## src/rtl/fetch_sequencer_if.sv

```systemverilog
// fetch_sequencer_if: pipeline-control, decode and instruction-memory signals of the fetch sequencer
interface fetch_sequencer_if #(
    parameter int IWIDTH   = 32,
    parameter int PC_WIDTH = 32
);
    logic                fs_i_ce;
    logic                fs_i_stall;
    logic                fs_i_redirect;
    logic [PC_WIDTH-1:0] fs_i_target;
    logic                fs_o_syn;
    logic [PC_WIDTH-1:0] fs_o_addr;
    logic                fs_i_ack;
    logic [IWIDTH-1:0]   fs_i_instr;
    logic                fs_i_last;
    logic [IWIDTH-1:0]   fs_o_instr;
    logic [PC_WIDTH-1:0] fs_o_pc;
    logic                fs_o_valid;
    logic                fs_o_ce;
    logic                fs_o_done;
    logic                fs_o_err;

    modport master (
        input  fs_i_ce, fs_i_stall, fs_i_redirect, fs_i_target, fs_i_ack, fs_i_instr, fs_i_last,
        output fs_o_syn, fs_o_addr, fs_o_instr, fs_o_pc, fs_o_valid, fs_o_ce, fs_o_done, fs_o_err
    );

    modport slave (
        output fs_i_ce, fs_i_stall, fs_i_redirect, fs_i_target, fs_i_ack, fs_i_instr, fs_i_last,
        input  fs_o_syn, fs_o_addr, fs_o_instr, fs_o_pc, fs_o_valid, fs_o_ce, fs_o_done, fs_o_err
    );
endinterface

```

## src/rtl/fetch_sequencer.sv

```systemverilog
// fetch_sequencer: owns the PC and issues one instruction-memory request at a time toward decode
module fetch_sequencer #(
    parameter int IWIDTH   = 32,
    parameter int PC_WIDTH = 32,
    parameter int RESET_PC = 0,
    parameter int PC_INC   = 4,
    parameter int MAX_WAIT = 15
) (
    input logic fs_clk,
    input logic fs_rst,
    fetch_sequencer_if.master bus
);
    localparam int CW = $clog2(MAX_WAIT + 1);
    localparam logic [CW-1:0] CMAX = CW'(MAX_WAIT - 1);
    localparam logic [PC_WIDTH-1:0] PC0 = PC_WIDTH'(RESET_PC);

    typedef enum logic [2:0] {IDLE, REQ, OUT, DONE, ERR} state_t;

    state_t              state, state_n;
    logic [PC_WIDTH-1:0] pc, pc_n, addr, opc;
    logic [CW-1:0]       cnt, cnt_n;
    logic                drop, drop_n, last, last_n, load;
    logic                syn, valid, done, err;
    logic [IWIDTH-1:0]   instr;

    always_comb begin
        state_n = state;
        pc_n    = pc;
        cnt_n   = cnt;
        drop_n  = drop;
        last_n  = last;
        load    = 1'b0;
        case (state)
            IDLE: begin
                pc_n    = bus.fs_i_redirect ? bus.fs_i_target : pc;
                state_n = bus.fs_i_ce ? REQ : IDLE;
            end
            REQ: begin
                if (bus.fs_i_ack) begin
                    // a redirect or a pending drop turns this response into a reissue at pc_n
                    cnt_n  = '0;
                    drop_n = 1'b0;
                    if (bus.fs_i_redirect) pc_n = bus.fs_i_target;
                    else if (!drop) begin
                        load    = 1'b1;
                        last_n  = bus.fs_i_last;
                        state_n = OUT;
                    end
                end else begin
                    if (bus.fs_i_redirect) begin
                        pc_n   = bus.fs_i_target;
                        drop_n = 1'b1;
                    end
                    if (cnt == CMAX) state_n = ERR;
                    else cnt_n = cnt + 1'b1;
                end
            end
            OUT: begin
                if (bus.fs_i_redirect) begin
                    pc_n    = bus.fs_i_target;
                    state_n = bus.fs_i_ce ? REQ : IDLE;
                end else if (!bus.fs_i_stall) begin
                    pc_n    = pc + PC_WIDTH'(PC_INC);
                    state_n = last ? DONE : bus.fs_i_ce ? REQ : IDLE;
                end
            end
            DONE: begin
                if (bus.fs_i_redirect) begin
                    pc_n    = bus.fs_i_target;
                    state_n = bus.fs_i_ce ? REQ : IDLE;
                end
            end
            default: ;
        endcase
        if (state_n == REQ && state != REQ) cnt_n = '0;
    end

    always_ff @(posedge fs_clk) begin
        if (fs_rst) begin
            state <= IDLE;
            pc    <= PC0;
            cnt   <= '0;
            drop  <= 1'b0;
            last  <= 1'b0;
            syn   <= 1'b0;
            addr  <= PC0;
            instr <= '0;
            opc   <= '0;
            valid <= 1'b0;
            done  <= 1'b0;
            err   <= 1'b0;
        end else begin
            state <= state_n;
            pc    <= pc_n;
            cnt   <= cnt_n;
            drop  <= drop_n;
            last  <= last_n;
            syn   <= state_n == REQ;
            // the address stays on the outstanding request until its response is dropped
            addr  <= drop_n ? addr : pc_n;
            if (load) begin
                instr <= bus.fs_i_instr;
                opc   <= pc;
            end
            valid <= state_n == OUT;
            done  <= state_n == DONE;
            err   <= state_n == ERR;
        end
    end

    assign bus.fs_o_syn   = syn;
    assign bus.fs_o_addr  = addr;
    assign bus.fs_o_instr = instr;
    assign bus.fs_o_pc    = opc;
    assign bus.fs_o_valid = valid;
    assign bus.fs_o_done  = done;
    assign bus.fs_o_err   = err;
    assign bus.fs_o_ce    = valid & ~bus.fs_i_stall;
endmodule

```

## src/flat_wrapper.sv

```systemverilog
// flat-port wrapper written by rule: the top's interface ports become plain ports
module fetch_sequencer_flat 
#(
    parameter int IWIDTH   = 32,
    parameter int PC_WIDTH = 32,
    parameter int RESET_PC = 0,
    parameter int PC_INC   = 4,
    parameter int MAX_WAIT = 15
)
  (fs_clk, fs_rst, bus_fs_i_ce, bus_fs_i_stall, bus_fs_i_redirect, bus_fs_i_target, bus_fs_i_ack, bus_fs_i_instr, bus_fs_i_last, bus_fs_o_syn, bus_fs_o_addr, bus_fs_o_instr, bus_fs_o_pc, bus_fs_o_valid, bus_fs_o_ce, bus_fs_o_done, bus_fs_o_err);
  fetch_sequencer_if #(.IWIDTH(IWIDTH), .PC_WIDTH(PC_WIDTH)) bus_i ();
  input logic fs_clk;
  input logic fs_rst;
  input wire logic [$bits(bus_i.fs_i_ce)-1:0] bus_fs_i_ce;
  input wire logic [$bits(bus_i.fs_i_stall)-1:0] bus_fs_i_stall;
  input wire logic [$bits(bus_i.fs_i_redirect)-1:0] bus_fs_i_redirect;
  input wire logic [$bits(bus_i.fs_i_target)-1:0] bus_fs_i_target;
  input wire logic [$bits(bus_i.fs_i_ack)-1:0] bus_fs_i_ack;
  input wire logic [$bits(bus_i.fs_i_instr)-1:0] bus_fs_i_instr;
  input wire logic [$bits(bus_i.fs_i_last)-1:0] bus_fs_i_last;
  output wire logic [$bits(bus_i.fs_o_syn)-1:0] bus_fs_o_syn;
  output wire logic [$bits(bus_i.fs_o_addr)-1:0] bus_fs_o_addr;
  output wire logic [$bits(bus_i.fs_o_instr)-1:0] bus_fs_o_instr;
  output wire logic [$bits(bus_i.fs_o_pc)-1:0] bus_fs_o_pc;
  output wire logic [$bits(bus_i.fs_o_valid)-1:0] bus_fs_o_valid;
  output wire logic [$bits(bus_i.fs_o_ce)-1:0] bus_fs_o_ce;
  output wire logic [$bits(bus_i.fs_o_done)-1:0] bus_fs_o_done;
  output wire logic [$bits(bus_i.fs_o_err)-1:0] bus_fs_o_err;
  assign bus_i.fs_i_ce = bus_fs_i_ce;
  assign bus_i.fs_i_stall = bus_fs_i_stall;
  assign bus_i.fs_i_redirect = bus_fs_i_redirect;
  assign bus_i.fs_i_target = bus_fs_i_target;
  assign bus_i.fs_i_ack = bus_fs_i_ack;
  assign bus_i.fs_i_instr = bus_fs_i_instr;
  assign bus_i.fs_i_last = bus_fs_i_last;
  assign bus_fs_o_syn = bus_i.fs_o_syn;
  assign bus_fs_o_addr = bus_i.fs_o_addr;
  assign bus_fs_o_instr = bus_i.fs_o_instr;
  assign bus_fs_o_pc = bus_i.fs_o_pc;
  assign bus_fs_o_valid = bus_i.fs_o_valid;
  assign bus_fs_o_ce = bus_i.fs_o_ce;
  assign bus_fs_o_done = bus_i.fs_o_done;
  assign bus_fs_o_err = bus_i.fs_o_err;
  fetch_sequencer #(.IWIDTH(IWIDTH), .PC_WIDTH(PC_WIDTH), .RESET_PC(RESET_PC), .PC_INC(PC_INC), .MAX_WAIT(MAX_WAIT)) u_core (.fs_clk(fs_clk), .fs_rst(fs_rst), .bus(bus_i));
endmodule
```

## config.mk

```make
export PLATFORM = sky130hd
export DESIGN_NAME = fetch_sequencer_flat
export DESIGN_NICKNAME = d
export VERILOG_FILES = /design/src/rtl/fetch_sequencer_if.sv /design/src/rtl/fetch_sequencer.sv /design/src/flat_wrapper.sv
export SDC_FILE = /design/constraint.sdc
export NUM_CORES = 1
export LEC_CHECK = 0
export BUFFER_PORTS_ARGS = -buffer_cell sky130_fd_sc_hd__buf_2
export CAP_MARGIN = 20
export CELL_PAD_IN_SITES_DETAIL_PLACEMENT = 1
export CELL_PAD_IN_SITES_GLOBAL_PLACEMENT = 2
export CORE_MARGIN = 2
export CORE_UTILIZATION = 25
export CTS_CLUSTER_SIZE = 30
export DETAILED_ROUTE_END_ITERATION = 6
export PLACE_DENSITY = 0.79
export SYNTH_ARGS = -nofsm -noshare
export SYNTH_HDL_FRONTEND = slang
export SYNTH_SLANG_ARGS = --single-unit
```

## constraint.sdc

```tcl
create_clock -name fs_clk -period 5.9 [get_ports fs_clk]
set_input_delay 0.295 -clock fs_clk [delete_from_list [all_inputs] [get_ports fs_clk]]
set_output_delay 0.295 -clock fs_clk [all_outputs]
set_load 0.005 [all_outputs]
```

==> results.cfg <==
[floorplanning]
core_sq_um = 23400
die_area_sq_um = 25100
rows = 56
chipHeight_um = 158
start_util_pct = 25.5
ios = 172
die_width_um = 158

[synthesis]
ys.flop_type = dfxtp_1
synthArstFlopShare_pct = 0
synth_seq_cells = 141
synth_warnings = 0
ys_seq_area_share_pct = 47.4
synth_area_sq_um = 5960
syn-instance-count = 726
synthDistinctLibCells = 73
synth_edf_count = 0
synth_top_cell_by_area = dfxtp_1
postSynthAreaPerCell_sq_um = 8.21
synth_nets = 800
synth_top_area_share_pct = 47.4
yosys-top-cells-area = dfxtp_1, nand2_1, a21oi_1, nor2_1, clkbuf_1

[timing]
skew_ps = 11.1
drv_slew = 0
worst_slew_pin_slew_ps = 1060
whs_ps = 105
period_needed_ps = 2980
post-route-period-util_pct = 50.5
fin_tns_setup_ps = 0
slew_headroom_pct = 29.1
hold_viol = 0
setup_viol = 0
grt_setup_unrepaired = no
fmax_mhz = 336

[finish]
syn2layout_area_growth_pct = 29.1
drive_gt1_share_pct = 26.0
stdcell_area_sq_um = 7690
regArea_sq_um = 2820
antennaDiodeCount = 0
stdcell_count = 1199
fillers = 2859
multiInputGateArea_sq_um = 2880
fin_nets = 942

[global_routing]
grt_overflow = 0
track_usage_pct = 17.1
grt_start_max_net_pins = 87
antenna_found_initial = 0
grt_pass1_vias = 5582
grt_pass1_wl_mm = 32.6

[detailed_routing]
vias = 5789
drt-initial-drc-count = 382
drc = 0
wl_per_cell_um = 18.1
routed_wl_mm = 21.7
via_per_inst = 4.83
first_pass_iters = 4
postRouteAntennaNets = 0

[setup_path]
critPathMaxFanout = 26
arrival_ps = 3310
start_kind = flop
max_stage_delay_ps = 890
slowest_stage = a21o_1
critical_path_required_ps = 6230
crit_type = reg2reg
path_delay_family = compound AO/OA/AOI/OAI gates
crit_path_cell_trace = nor3b_2, a21o_1, buf_4, nand2_1, o32ai_1
worst_setup_path_end_kind = flop
worst-path-buf-inv = 1

[min_path]
hold_class = in2reg

[clocking]
root_buffer = clkbuf_16
cts_setup_buffers = 0
ctsHoldBuffers = 0
cts_num_sinks = 141
cts_buffers = 17
clk_pin_slew_worst_paths_ps = 60
h-tree-depth = 4
clock_path_buffers = 2
ctsResizeCount = 0
clkLatencyLatePin_ps = 430
cts_tree = done

[power_and_ir_drop]
intPower_uw = 1870
power_leakage_uw = 0.00313
p_per_area_nw_per_um2 = 323
p_switching_uw = 610
combPwrFrac_pct = 9.2
power_uw = 2480
irDropWorstVdd_mv = 0.167
switching_share_pct = 24.6
pwr-share-clk_pct = 48.7
seqPwrFrac_pct = 42.1

[placed_design]
hpwl_mm = 15.1
portBuffers = 171
dp_cells = 1167
placed_area_sq_um = 7030
gp_congestion = 0.806

[outcome]
status = complete, no violations

[flow_run]
cap_violations = 0
[cells in the final DEF, fill, tap and decap left out, types with 4 or more instances in the layout]
cell type and count:
buf_2 170, nand2_1 155, dfxtp_1 141, a21oi_1 93, nor2_1 58, nor3_1 20, clkbuf_16 17, nand3_1 15
o21ai_0 14, o22a_1 14, a211oi_1 13, o22ai_1 11, nand4_1 10, nor4_1 10, buf_4 8, inv_1 6
nor2b_1 6, a21o_1 5, and3_1 5, and2_1 5, bufinv_16 5, nor3b_1 4, a31o_2 4, a221oi_1 4
[routing by layer]
layer	global-route usage, %	share of wire, %
met3	3.76	5.0
met1	23.2	47
met2	27.2	47
met5	0	0
met4	5.32	1.1
[registers in the layout (all words and copies together), names as in the netlist, 3 cells and up]
register and flops:
u_core.pc 32, u_core.bus.fs_o_addr 32, u_core.bus.fs_o_pc 32, u_core.state 3, u_core.cnt 4, u_core.bus.fs_o_instr 32
[layout make-up]
type	count	area share, %
flip-flops and latches	141	36.7
clock inverters	11	2.46
well taps	319	5.19
inverters	7	0.342
repair buffers	178	11.8
clock buffers	20	6.07
multi-input cells	523	37.4
[path summary, 6_finish.rpt]
kind / start / to / slack (ps) / cells after the start
max: u_core.state[0] / u_core.bus.fs_o_addr[28] / 2920 / 5
min: bus_fs_i_instr[25] / u_core.bus.fs_o_instr[25] / 110 / 3
max reg2reg: u_core.state[0] / u_core.bus.fs_o_addr[28] / 2920 / 5
min reg2reg: u_core.bus.fs_o_pc[22] / u_core.bus.fs_o_pc[22] / 450 / 2
[power groups by stage]
stage | Clock, uW | Sequential (uW) | Combinational, uW
after floorplan | 0 | 1050 | 128
after global placement | 0 | 1070 | 226
after detailed placement | 0 | 1070 | 230
after CTS | 1240 | 1050 | 231
after global routing | 1290 | 1050 | 253
final | 1210 | 1050 | 228
[synth_stat cells (4+ instances only)]
cell type  instances
and2_1             6
dfxtp_1          141
nor2_1            58
o22ai_1           11
buf_1              5
nor3b_1            4
and3_1             5
nor3_1            20
o21ai_0           14
buf_2             15
a21o_1             5
nor2b_1            6
a211oi_1          13
inv_1              6
a21oi_1           93
a31o_2             4
a221oi_1           4
nand3_1           15
nand4_1           10
nand2_1          156
clkbuf_1          33
o22a_1            14
nor4_1            10
[metrics by stage]
stage	worst slack [ps]	utilization [%]
after global placement	2680	30.0
after detailed placement	2550	30.0
after global routing	2680	32.9
final	2920	32.9
after floorplan	3840	-
after CTS	2920	32.8
[cell families (layout without fill, tap and decap cells)]
family | Yosys count | in the layout | synth area share [%]
XOR/XNOR | 5 | 5 | 0.735
buffers and inverters | 62 | 216 | 4.41
AND/OR/NAND/NOR | 319 | 319 | 25.4
multiplexers | 5 | 5 | 0.903
adder cells (fa/ha/maj) | 3 | 3 | 0.630
AO/OA/AOI/OAI | 191 | 191 | 20.5
flip-flops | 141 | 141 | 47.4
[worst min-delay path, stage by stage]
cell and delay, ps:
buf_2 100, nand2_1 50, a21oi_1 50
Power figures use the tool's default switching activity.
